**config.mk**
```make
export PLATFORM = sky130hd
export DESIGN_NAME = uart_tx_arbiter
export DESIGN_NICKNAME = d
export VERILOG_FILES = /design/src/rtl/uart_tx_arbiter_pkg.sv /design/src/rtl/uart_tx_arbiter_rr.sv /design/src/rtl/uart_tx_arbiter.sv
export SDC_FILE = /design/constraint.sdc
export NUM_CORES = 1
export LEC_CHECK = 0
export CAP_MARGIN = 10
export CORE_ASPECT_RATIO = 1.4
export CORE_MARGIN = 2
export CORE_UTILIZATION = 53
export DETAILED_ROUTE_END_ITERATION = 7
export PLACE_DENSITY = 0.95
export SLEW_MARGIN = 10
export SYNTH_ARGS = -nofsm -noshare
export SYNTH_HDL_FRONTEND = slang
export SYNTH_HIERARCHICAL = 1
export SYNTH_SLANG_ARGS = --single-unit
```
**constraint.sdc**
```tcl
create_clock -name clk -period 9.74 [get_ports clk]
set_input_delay 2.435 -clock clk [delete_from_list [all_inputs] [get_ports clk]]
set_output_delay 2.435 -clock clk [all_outputs]
set_load 0.02 [all_outputs]
```
**src/rtl/uart_tx_arbiter_pkg.sv**
```systemverilog
// uart_tx_arbiter_pkg
//   Shared definitions for the UART transmit arbiter: FSM state encoding,
//   the parity selector codes already used by the UART, and a small
//   index-wrap helper.
package uart_tx_arbiter_pkg;

    typedef enum logic [1:0] {
        ST_IDLE      = 2'd0,
        ST_ISSUE     = 2'd1,
        ST_WAIT_BUSY = 2'd2,
        ST_WAIT_DONE = 2'd3
    } state_t;

    localparam logic [1:0] PARITY_NONE = 2'd0;
    localparam logic [1:0] PARITY_EVEN = 2'd1;
    localparam logic [1:0] PARITY_ODD  = 2'd2;

    // (idx + 1) mod n for idx already in [0, n-1]; avoids a real modulo.
    function automatic int wrap_inc(input int idx, input int n);
        return (idx + 1 >= n) ? 0 : idx + 1;
    endfunction

endpackage

```
**src/rtl/uart_tx_arbiter_rr.sv**
```systemverilog
// rr_arbiter
//   Purely combinational rotating-priority arbiter. The search starts at
//   ptr and the first asserted request wins.
// Ports:
//   req    in  NUM_REQ : request vector
//   ptr    in  ID_W    : highest-priority index this cycle
//   gnt    out NUM_REQ : one-hot grant (all zero when no request)
//   gnt_id out ID_W    : binary index of the grant (0 when none)
module rr_arbiter #(
    parameter int NUM_REQ = 4,
    parameter int ID_W    = $clog2(NUM_REQ)
) (
    input  logic [NUM_REQ-1:0] req,
    input  logic [ID_W-1:0]    ptr,
    output logic [NUM_REQ-1:0] gnt,
    output logic [ID_W-1:0]    gnt_id
);

    int              sum;
    logic [ID_W-1:0] idx;
    logic            found;

    always_comb begin
        gnt    = '0;
        gnt_id = '0;
        found  = 1'b0;
        sum    = 0;
        idx    = '0;
        for (int k = 0; k < NUM_REQ; k++) begin
            sum = int'(ptr) + k;
            if (sum >= NUM_REQ) sum = sum - NUM_REQ;
            idx = ID_W'(sum);
            if (!found && req[idx]) begin
                found    = 1'b1;
                gnt[idx] = 1'b1;
                gnt_id   = idx;
            end
        end
    end

endmodule

```
**src/rtl/uart_tx_arbiter.sv**
```systemverilog
// uart_tx_arbiter
//   Shares one UART transmitter among NUM_REQ byte-stream requesters with
//   round-robin arbitration and packet locking. A winner keeps the grant
//   until it sends a byte marked last or stays idle for LOCK_TIMEOUT cycles.
// Ports:
//   clk, rst        : clock, synchronous active-high reset
//   req_valid/data/last, req_ready : requester byte handshake (ready one-hot)
//   uart_data_in, uart_write_en, uart_write_busy : UART write interface
//   grant_active    : a packet lock is held
//   grant_id        : locked or last-served requester
//   timeout_pulse   : one-cycle pulse when a lock is dropped by timeout
module uart_tx_arbiter
    import uart_tx_arbiter_pkg::*;
#(
    parameter int NUM_REQ      = 4,
    parameter int DATA_BITS    = 8,
    parameter int LOCK_TIMEOUT = 1024,
    parameter int ID_W         = $clog2(NUM_REQ)   // derived, do not override
) (
    input  logic                         clk,
    input  logic                         rst,
    input  logic [NUM_REQ-1:0]           req_valid,
    input  logic [NUM_REQ*DATA_BITS-1:0] req_data,
    input  logic [NUM_REQ-1:0]           req_last,
    output logic [NUM_REQ-1:0]           req_ready,
    output logic [DATA_BITS-1:0]         uart_data_in,
    output logic                         uart_write_en,
    input  logic                         uart_write_busy,
    output logic                         grant_active,
    output logic [ID_W-1:0]              grant_id,
    output logic                         timeout_pulse
);

    localparam int CNT_W = $clog2(LOCK_TIMEOUT + 1);
    localparam logic [CNT_W-1:0] CNT_LAST = CNT_W'(LOCK_TIMEOUT - 1);

    state_t             state;
    logic [ID_W-1:0]    ptr;
    logic [CNT_W-1:0]   idle_cnt;
    logic [NUM_REQ-1:0] arb_gnt;
    logic [ID_W-1:0]    arb_id;
    logic [NUM_REQ-1:0] sel;
    logic [ID_W-1:0]    win_id;
    logic               accept;

    rr_arbiter #(
        .NUM_REQ (NUM_REQ),
        .ID_W    (ID_W)
    ) u_rr (
        .req    (req_valid),
        .ptr    (ptr),
        .gnt    (arb_gnt),
        .gnt_id (arb_id)
    );

    // While locked only the lock holder is eligible; otherwise the
    // rotating arbiter picks. The busy gate also covers a reset that
    // landed mid-frame, when the UART is still shifting.
    always_comb begin
        sel       = grant_active ? (NUM_REQ'(1) << grant_id) : arb_gnt;
        win_id    = grant_active ? grant_id : arb_id;
        req_ready = '0;
        if (!rst && state == ST_IDLE && !uart_write_busy)
            req_ready = sel & req_valid;
        accept = |req_ready;
    end

    always_ff @(posedge clk) begin
        if (rst) begin
            state         <= ST_IDLE;
            uart_write_en <= 1'b0;
            uart_data_in  <= '0;
            grant_active  <= 1'b0;
            grant_id      <= '0;
            timeout_pulse <= 1'b0;
            ptr           <= '0;
            idle_cnt      <= '0;
        end else begin
            uart_write_en <= 1'b0;
            timeout_pulse <= 1'b0;
            case (state)
                ST_IDLE: begin
                    if (accept) begin
                        uart_data_in  <= req_data[win_id*DATA_BITS +: DATA_BITS];
                        grant_id      <= win_id;
                        grant_active  <= !req_last[win_id];
                        idle_cnt      <= '0;
                        uart_write_en <= 1'b1;
                        state         <= ST_ISSUE;
                        if (req_last[win_id])
                            ptr <= ID_W'(wrap_inc(int'(win_id), NUM_REQ));
                    end else if (grant_active) begin
                        // A waiting-but-valid holder (UART still busy) is not idle.
                        if (req_valid[grant_id]) begin
                            idle_cnt <= '0;
                        end else if (idle_cnt == CNT_LAST) begin
                            grant_active  <= 1'b0;
                            timeout_pulse <= 1'b1;
                            idle_cnt      <= '0;
                            ptr           <= ID_W'(wrap_inc(int'(grant_id), NUM_REQ));
                        end else begin
                            idle_cnt <= idle_cnt + 1'b1;
                        end
                    end
                end
                ST_ISSUE:     state <= ST_WAIT_BUSY;
                ST_WAIT_BUSY: if (uart_write_busy)  state <= ST_WAIT_DONE;
                ST_WAIT_DONE: if (!uart_write_busy) state <= ST_IDLE;
                default:      state <= ST_IDLE;
            endcase
        end
    end

endmodule
```
**Yosys cells after proc, flatten, opt, wreduce, memory -nomap -nowiden**

Index checks and enable logic that the tools add are counted.

- Register bits after elaboration: 28
- Bits of input ports: 43
- Output and inout port bits: 17
- Logic and storage cells: 135

- $add $sub $neg: 10
- Magnitude comparators: 16
- Eq/ne operators: 9
- Shift operators: 2
- Mux-type cells: 59
- Bitwise gates (word level): 6
- Reductions and logical operators: 25

Operators by type and width:

| kind | number |
|---|---|
| 11-bit 2-to-1 mux | 4 |
| 2-bit 2-to-1 mux | 19 |
| 32-bit by 6-bit variable part select with 8-bit output | 1 |
| 4-bit 2-to-1 mux | 6 |
| 1-bit 2-to-1 mux | 19 |
| 2-bit by 3-bit < comparator with 1-bit output (second input constant) | 6 |
| 3-bit greater-or-equal comparator (second input constant) | 5 |
| 1-bit binary-select mux with 2-bit select | 6 |
| 4-bit OR | 3 |
| 11-bit by 1-bit adder with 11-bit output (second input constant) | 1 |
| 11-bit by 10-bit equality test with 1-bit output (second input constant) | 1 |
| 2-bit by 1-bit adder with 3-bit output (second input constant) | 3 |
| 1-bit logical AND | 9 |
| 1-bit demux with 2-bit select | 4 |
| 2-bit by 1-bit greater-or-equal comparator with 1-bit output (second input constant) | 4 |
| 2-bit inequality test (second input constant) | 4 |
| 2-bit case mux with 4 select lines | 1 |
| 8-bit OR reduction | 1 |
| 2-bit by 1-bit subtractor with 2-bit output (second input constant) | 4 |
| 2-bit by 2-bit adder with 3-bit output (second input constant) | 2 |
| 1-bit zero test | 6 |
| 5-bit AND reduction | 1 |
| 4-bit bitwise AND | 1 |
| 2-bit equality test (second input constant) | 2 |
| 11 further kinds | 14 |

**Longest topological paths before layout**

Gate-level depths: netlist of run 1.

- Depth in word-level cells: 20
- Mapped depth: 16

**Hierarchy**

The synthesis of run 1 kept the hierarchy.

Modules (own cells, without submodules):

| module | instances | cells an instance | area an instance (µm²) | sequential area each (µm²) |
|---|---|---|---|---|
| uart_tx_arbiter | 1 | 186 | 1,722.9 | 560.5 |
| rr_arbiter | 1 | 65 | 489.2 | 0.0 |

**Worst setup path after synthesis of run 1**

No wires, ideal clock.

- Kind: input port to output port
- Start point: input req_valid[0]
- End point: output req_ready[2]
- Data arrival time: 4.126 ns
- Slack: 3.179 ns
- Stages: 8
- Path through: clkbuf_2 > mux4_2 > or2_4 > nor2b_4 > a221o_2 > mux2_2 > nand2_1 > nor2_1

- Word-level cells in the longest chain between the ends: 15

Ends and longest elaborated chain:

| what | line | source |
|---|---|---|
| from (decl) | uart_tx_arbiter.sv:22 | `input logic [NUM_REQ-1:0] req_valid,` |
| 1-bit binary-select mux with 2-bit select | uart_tx_arbiter_rr.sv:33 | `if (!found && req[idx]) begin` |
| 1-bit 2-to-1 mux (implied by the code) | uart_tx_arbiter_rr.sv:33 |  |
| 1-bit 2-to-1 mux | uart_tx_arbiter_rr.sv:33 |  |
| 1-bit zero test | uart_tx_arbiter_rr.sv:33 |  |
| 1-bit logical AND | uart_tx_arbiter_rr.sv:33 |  |
| 1-bit 2-to-1 mux | uart_tx_arbiter_rr.sv:33 |  |
| 1-bit zero test | uart_tx_arbiter_rr.sv:33 |  |
| 1-bit logical AND | uart_tx_arbiter_rr.sv:33 |  |
| 1-bit 2-to-1 mux | uart_tx_arbiter_rr.sv:33 |  |
| 1-bit zero test | uart_tx_arbiter_rr.sv:33 |  |
| 1-bit logical AND | uart_tx_arbiter_rr.sv:33 |  |
| 4-bit 2-to-1 mux * | uart_tx_arbiter_rr.sv:33 |  |
| via arb_gnt[2] | uart_tx_arbiter.sv:40 | `logic [NUM_REQ-1:0] arb_gnt;` |
| 4-bit 2-to-1 mux * | uart_tx_arbiter.sv:60 | `sel = grant_active ? (NUM_REQ'(1) << grant_id) : arb_gnt;` |
| 4-bit bitwise AND * | uart_tx_arbiter.sv:64 | `req_ready = sel & req_valid;` |
| 4-bit 2-to-1 mux * | uart_tx_arbiter.sv:63 | `if (!rst && state == ST_IDLE && !uart_write_busy)` |
| to (decl) | uart_tx_arbiter.sv:25 | `output logic [NUM_REQ-1:0] req_ready,` |

The timed path passes the listed nets; every way through them passes the cells marked *. The select of a mux whose other input is x is not followed.

**Final worst setup path of run 1**

- Start point: input req_valid[1]
- End point: output req_ready[2]

Same word-level chain as after synthesis.

==> impl_metrics.py, run 1 <==
metrics = {
    "run_status": {
        "run_status": "finished with violations",
        "failed_checks": "design-rule violations",
    },
    "sta": {
        "timing.final.hold_violations": 0,
        "fin_tns_setup_ns": 0,
        "clock-skew-final_ns": 0.00430,
        "slew_viol_final": 0,
        "hold_slack_ns": 0.462,
        "worst_slew_pin_slew_ns": 0.761,
        "max_clock_freq_mhz": 130,
        "slew-limit-headroom": 0.492,
        "rsz0062_at_grt": "false",
        "layout_worst_path_cycle_share": 0.788,
        "finalWorstPathRequiredPeriod_ns": 7.68,
        "finalSetupViolations": 0,
        "final_critical_path_setup_slack_ns": 2.06,
    },
    "route": {
        "first_pass_iters": 6,
        "drc_errors": 2,
        "routedWlPerCell_um": 16.1,
        "vias_per_cell": 6.08,
        "detailed_route_via_count": 2073,
        "antenna_left": 0,
        "finalWirelength_um": 5490,
        "detail_route.iter0.violations": 126,
    },
    "setup_path": {
        "cp-startpoint": "req_valid[1]",
        "setup.worst_path.start_class": "primary input",
        "reg2regPathDepth": 12,
        "critPathArrivalTime_ns": 5.24,
        "critPathKind": "primary input to output pin",
        "critPathRequiredTime_ns": 7.31,
        "critPathCaptureType": "output pin",
        "path_max_fanout": 13,
        "rrSetupSlack_ns": 5.78,
        "crit-reg2reg-launch": "ptr[0]",
        "crit-reg2reg-capture": "ptr[0]",
        "crit_path_end": "req_ready[2]",
    },
    "power": {
        "cellLeakagePower_nw": 1.02,
        "power-per-cell-area_nw_per_um2": 133,
        "max-vdd-ir-drop_uv": 112,
    },
    "layout": {
        "final_common_cell": "sky130_fd_sc_hd__clkdlybuf4s50_1",
        "drive_above_1_share": 0.131,
        "layout-area-overhead-vs-synth_pct": 28.2,
        "layout.cells.most_common_list": "sky130_fd_sc_hd__clkdlybuf4s50_1, sky130_fd_sc_hd__nand2_1, sky130_fd_sc_hd__dfxtp_1",
        "antennaDiodeCount": 0,
        "finalNetCount": 357,
        "postLayoutCoreUtil": 0.711,
        "finalInstanceArea_um2": 2840,
    },
    "grt": {
        "grt_max_degree": 28,
        "grt_overflow_total": 0,
        "grt_pass1_wl_um": 8940,
        "grt_pass1_vias": 1971,
        "grt.total_usage": 0.246,
        "antenna_found_initial": 0,
    },
    "floorplanning": {
        "coreArea_um2": 3990,
        "floorplan.initialDensity": 0.555,
        "pin_count": 60,
        "die-height_um": 80.4,
        "die_w_um": 58.6,
        "fp-row-count": 27,
        "die-area_um2": 4710,
    },
    "synth": {
        "ys_types": 51,
        "async_flop_share": 0,
        "synth_area_per_cell_um2": 8.81,
        "primary_ff_master_synth": "sky130_fd_sc_hd__dfxtp_1",
        "postSynthCellCount": 251,
        "seq_area_frac_synth": 0.253,
        "netlist_area_um2": 2210,
        "synth_top_area_frac": 0.253,
        "synth.ff_latch_count": 28,
        "synth-edff-count": 0,
        "ys_warn_count": 6,
        "syn_nets": 309,
        "post_synth_main_area_contributors": "sky130_fd_sc_hd__dfxtp_1, sky130_fd_sc_hd__mux4_2, sky130_fd_sc_hd__ha_1",
        "synth_top_area_cell": "sky130_fd_sc_hd__dfxtp_1",
    },
    "placement": {
        "finalWeightedCongestion": 0.866,
        "placed_cell_area_um2": 2780,
        "port-buffer-count": 59,
        "place.detailed.hpwl_um": 4130,
        "preCtsSetupSlack_ns": 2.08,
    },
    "min_path": {
        "hold_path.startpoint": "uart_data_in[7]",
        "hp-class": "flip-flop to flip-flop",
    },
    "cts": {
        "clock_path_buffers": 2,
        "cts_hold_buffers": 0,
        "h-tree-depth": 1,
        "post-cts-setup-buffer-count": 0,
        "number_of_cells_upsized_or_downsized_after_cts": 0,
        "worstSkewPairLatency_ns": 0.27,
        "clock_sink_count": 28,
        "path_clk_slew_ns": 0.09,
        "cts_tree": "yes",
        "cts_root_buf": "sky130_fd_sc_hd__clkbuf_8",
        "cts_made_buffers": 3,
    },
    "flow_run": {
        "cap_viol_max_count": 0,
    },
}
-- area by class of cell --
cell class / instances / area (µm²)
clock buffers: 4 / 55.1
fillers: 301 / 1150
inverters: 8 / 32.5
multi-input cells: 197 / 1530
flip-flops and latches: 28 / 561
well taps: 43 / 53.8
repair buffers: 61 / 606
-- critical path: stages --
cell and delay, ns:
sky130_fd_sc_hd__clkdlybuf4s50_1 0.68, sky130_fd_sc_hd__nor3b_1 0.23, sky130_fd_sc_hd__o21ai_0 0.12, sky130_fd_sc_hd__o31ai_1 0.55
sky130_fd_sc_hd__a221o_2 0.26, sky130_fd_sc_hd__mux2_2 0.14, sky130_fd_sc_hd__nand2_1 0.08, sky130_fd_sc_hd__nor2_1 0.12
sky130_fd_sc_hd__clkdlybuf4s50_1 0.61
-- registers in the layout (all words and copies together), names as in the netlist --
signal,flops
grant_active,1
timeout_pulse,1
uart_data_in,8
grant_id,2
uart_write_en,1
ptr,2
idle_cnt,11
state,2
-- logic make-up after synthesis --
family,count (synthesis),share of synthesized area
simple gates,93,0.206
compound gates,57,0.179
flops,28,0.253
buf+inv,26,0.0577
mux,24,0.187
fa+ha+maj,15,0.0848
xor+xnor,8,0.0317
-- where the power goes --
| group | internal [mW] | switching, mW | leakage, nW |
|---|---|---|---|
| clock | 0.0362 | 0.0354 | 0.0288 |
| combinational | 0.0850 | 0.0845 | 0.765 |
| sequential | 0.124 | 0.0130 | 0.227 |
-- metal layers --
metal  part of all wire  global-route usage
met4              0.032               0.105
met3              0.035              0.0354
met1               0.38               0.279
met2               0.55               0.448
met5                  0                   0
-- cell usage after synthesis (2+ instances only) --
master                     count
sky130_fd_sc_hd__clkbuf_2      3
sky130_fd_sc_hd__xor2_1        7
sky130_fd_sc_hd__mux2i_1       6
sky130_fd_sc_hd__nor4_1        3
sky130_fd_sc_hd__ha_1         15
sky130_fd_sc_hd__buf_4         2
sky130_fd_sc_hd__and3b_1       3
sky130_fd_sc_hd__o31ai_1       2
sky130_fd_sc_hd__o211ai_1      2
sky130_fd_sc_hd__a221o_2       4
sky130_fd_sc_hd__dfxtp_1      28
sky130_fd_sc_hd__inv_1         7
sky130_fd_sc_hd__mux4_2       13
sky130_fd_sc_hd__and4_1        2
sky130_fd_sc_hd__nor3_1        2
sky130_fd_sc_hd__nand2b_1      5
sky130_fd_sc_hd__nand2_1      36
sky130_fd_sc_hd__a211oi_1      5
sky130_fd_sc_hd__buf_2         7
sky130_fd_sc_hd__nor3b_1       2
sky130_fd_sc_hd__mux2_2        4
sky130_fd_sc_hd__nand4_1       3
sky130_fd_sc_hd__nand3_1       2
sky130_fd_sc_hd__nor2_1       25
sky130_fd_sc_hd__a21oi_1      14
sky130_fd_sc_hd__clkbuf_1      5
sky130_fd_sc_hd__or2_2         2
sky130_fd_sc_hd__a31oi_1       2
sky130_fd_sc_hd__o21ai_0      16
sky130_fd_sc_hd__or3_1         3
-- worst min-delay path by stage --
stage               slack [ns]  cells past startpoint         endpoint
finish                    0.46                      2  uart_data_in[7]
CTS                       0.46                      2  uart_data_in[7]
global route              0.48                      2  uart_data_in[0]
floorplan                 0.43                      2     idle_cnt[10]
global placement          0.44                      2  uart_data_in[6]
detailed placement        0.45                      2  uart_data_in[0]
-- through the flow --
step | power, mW | cells
after floorplan | 0.256 | 251
after global placement | 0.301 | 337
after CTS | 0.379 | 341
final | 0.378 | 341
after detailed placement | 0.309 | 337
after global routing | 0.402 | 341
Power figures use the tool's default switching activity.
==> run 2, diff against run 1 <==
--- a/config.mk
+++ b/config.mk
@@ -8,9 +8,9 @@
 export CAP_MARGIN = 10
 export CORE_ASPECT_RATIO = 1.4
 export CORE_MARGIN = 2
-export CORE_UTILIZATION = 53
+export CORE_UTILIZATION = 49
 export DETAILED_ROUTE_END_ITERATION = 7
-export PLACE_DENSITY = 0.95
+export PLACE_DENSITY = 0.9
 export SLEW_MARGIN = 10
 export SYNTH_ARGS = -nofsm -noshare
 export SYNTH_HDL_FRONTEND = slang
==> constraint.sdc (replaced) <==
create_clock -name clk -period 7.9 [get_ports clk]
set_input_delay 1.975 -clock clk [delete_from_list [all_inputs] [get_ports clk]]
set_output_delay 1.975 -clock clk [all_outputs]
set_load 0.02 [all_outputs]
==> impl_metrics.py, run 2 (synthesis results as in run 1) <==
metrics = {
    "setup_path": {
        "crit_top_cell": "sky130_fd_sc_hd__clkdlybuf4s50_1",
        "cpPeakStageDelay_ns": 0.72,
        "rrSetupSlack_ns": 3.60,
        "critPathBufInv": 2,
        "timing.critical_path.slowest_stage_cell": "sky130_fd_sc_hd__clkdlybuf4s50_1",
        "critPathKind": "primary input to output pin",
        "critPathCaptureType": "output pin",
        "critPathRequiredTime_ns": 5.93,
        "setup.worst_path.start_class": "primary input",
        "path_max_fanout": 12,
        "critPathArrivalTime_ns": 4.83,
        "timing.critical_path.cells": "clkdlybuf4s50_1 -> and3b_1 -> o21ai_0 -> o31ai_1 -> a221o_2 -> mux2_2 -> nand2_1 -> nor2_1 -> clkdlybuf4s50_1",
        "critical-path-top-delay-family": "buffers and inverters",
    },
    "cts": {
        "cts_root_buf": "sky130_fd_sc_hd__clkbuf_8",
        "cts_hold_buffers": 0,
        "cts_tree": "yes",
        "worstSkewPairLatency_ns": 0.28,
        "clock_sink_count": 28,
        "number_of_cells_upsized_or_downsized_after_cts": 0,
        "clock_path_buffers": 2,
        "h-tree-depth": 1,
        "cts_made_buffers": 3,
        "post-cts-setup-buffer-count": 0,
        "path_clk_slew_ns": 0.09,
    },
    "route": {
        "detail_route.iter0.violations": 121,
        "vias_per_cell": 5.80,
        "finalWirelength_um": 5040,
        "antenna_left": 0,
        "routedWlPerCell_um": 14.1,
        "first_pass_iters": 4,
        "detailed_route_via_count": 2072,
        "drc_errors": 0,
    },
    "layout": {
        "largest-register": "idle_cnt",
        "layout-area-overhead-vs-synth_pct": 28.8,
        "layout.cells.most_common_list": "sky130_fd_sc_hd__clkdlybuf4s50_1, sky130_fd_sc_hd__nand2_1, sky130_fd_sc_hd__dfxtp_1",
        "largest_register_ffs": 11,
        "final_common_cell": "sky130_fd_sc_hd__clkdlybuf4s50_1",
        "antennaDiodeCount": 0,
        "reg_top3": "idle_cnt (11), uart_data_in (8)",
        "final.fill_count": 354,
        "finalNetCount": 356,
        "drive_above_1_share": 0.128,
    },
    "sta": {
        "slew_viol_final": 0,
        "rsz0062_at_grt": "false",
        "timing.final.hold_violations": 0,
        "finalSetupViolations": 0,
        "clock-skew-final_ns": 0.00328,
        "worst_slew_pin_slew_ns": 1.17,
        "slew-limit-headroom": 0.197,
        "layout_worst_path_cycle_share": 0.861,
        "finalWorstPathRequiredPeriod_ns": 6.80,
        "max_clock_freq_mhz": 147,
        "fin_tns_setup_ns": 0,
    },
    "grt": {
        "grt_pass1_wl_um": 8450,
        "grt_pass1_vias": 1991,
        "grt_overflow_total": 0,
        "antenna_found_initial": 0,
        "grt.total_usage": 0.211,
        "grt_max_degree": 28,
    },
    "placement": {
        "finalWeightedCongestion": 1.04,
        "port-buffer-count": 59,
        "place.detailed.hpwl_um": 3880,
    },
    "floorplanning": {
        "die_w_um": 60.8,
        "die-height_um": 83.5,
        "fp-row-count": 28,
        "floorplan.initialDensity": 0.518,
        "pin_count": 60,
        "coreArea_um2": 4270,
        "die-area_um2": 5080,
    },
    "power": {
        "power-per-cell-area_nw_per_um2": 161,
        "max-vdd-ir-drop_uv": 127,
        "cellLeakagePower_nw": 1.02,
        "total_power_mw": 0.460,
    },
    "flow_run": {
        "cap_viol_max_count": 0,
    },
    "min_path": {
        "hp-class": "flip-flop to flip-flop",
    },
    "run_status": {
        "run_status": "complete, no violations",
    },
}
-- run 2: cell count changes in the layout (fill, tap and decap cells not counted) --
cell	before	now
sky130_fd_sc_hd__buf_4	2	1
-- run 2: report_power, final --
part	switching [mW]	total (mW)	internal, mW	leakage, nW
Combinational	0.0996	0.203	0.104	0.761
Sequential	0.0154	0.168	0.153	0.227
Clock	0.0438	0.0885	0.0447	0.0288
-- run 2: area by class of cell --
class / count / area (µm²) / area share
multi-input cells: 197 / 1530 / 0.536
flip-flops and latches: 28 / 561 / 0.197
clock buffers: 4 / 55.1 / 0.0193
inverters: 8 / 32.5 / 0.0114
well taps: 60 / 75.1 / 0.0264
repair buffers: 60 / 598 / 0.210
-- run 2: metrics by stage --
| step | setup WS [ns] | hold slack, ns | utilization | area (µm²) | instances |
|---|---|---|---|---|---|
| 3_3_place_gp | 1.24 | 0.441 | 0.654 | 2790 | 353 |
| 5_1_grt | 0.894 | 0.483 | 0.667 | 2850 | 357 |
| 3_5_place_dp | 1.14 | 0.451 | 0.654 | 2790 | 353 |
| 2_1_floorplan | 2.26 | 0.431 | - | 2210 | 251 |
| 4_1_cts | 1.15 | 0.461 | 0.667 | 2850 | 357 |
| 6_report | 1.10 | 0.458 | 0.667 | 2850 | 357 |
-- run 2: worst register-to-register path, cell delays in order (launching register included) --
cell and delay [ns]:
sky130_fd_sc_hd__dfxtp_1 0.73, sky130_fd_sc_hd__inv_1 0.20, sky130_fd_sc_hd__ha_1 0.45, sky130_fd_sc_hd__mux4_2 0.40, sky130_fd_sc_hd__or2_4 0.29, sky130_fd_sc_hd__a21oi_1 0.18
sky130_fd_sc_hd__a31oi_1 0.08, sky130_fd_sc_hd__mux2i_1 0.88, sky130_fd_sc_hd__mux4_2 0.44, sky130_fd_sc_hd__mux2_4 0.31, sky130_fd_sc_hd__a21oi_1 0.14, sky130_fd_sc_hd__a311oi_1 0.06
-- run 2: worst paths after layout --
check | start | end | cells past startpoint
worst max-delay path | req_valid[0] | req_ready[2] | 9
worst min register to register | uart_data_in[0] | uart_data_in[0] | 2
worst max register to register | ptr[0] | ptr[0] | 11
worst min-delay path | uart_data_in[0] | uart_data_in[0] | 2
-- run 2: layer usage --
| layer | up-vias | track usage | routed length, µm |
|---|---|---|---|
| li1 | 998 | - | - |
| met1 | 982 | 0.237 | 1900 |
| met2 | 79 | 0.368 | 2680 |
| met3 | 13 | 0.0357 | 295 |
| met4 | 0 | 0.103 | 161 |
| met5 | - | 0 | 0 |
==> run 3, diff against run 2 <==
--- a/config.mk
+++ b/config.mk
@@ -9,6 +9,7 @@
 export CORE_ASPECT_RATIO = 1.4
 export CORE_MARGIN = 2
 export CORE_UTILIZATION = 49
+export CTS_CLUSTER_SIZE = 24
 export DETAILED_ROUTE_END_ITERATION = 7
 export PLACE_DENSITY = 0.9
 export SLEW_MARGIN = 10
==> results of run 3 <==
The final DEF is identical to that of run 2; final timing and power are the same.
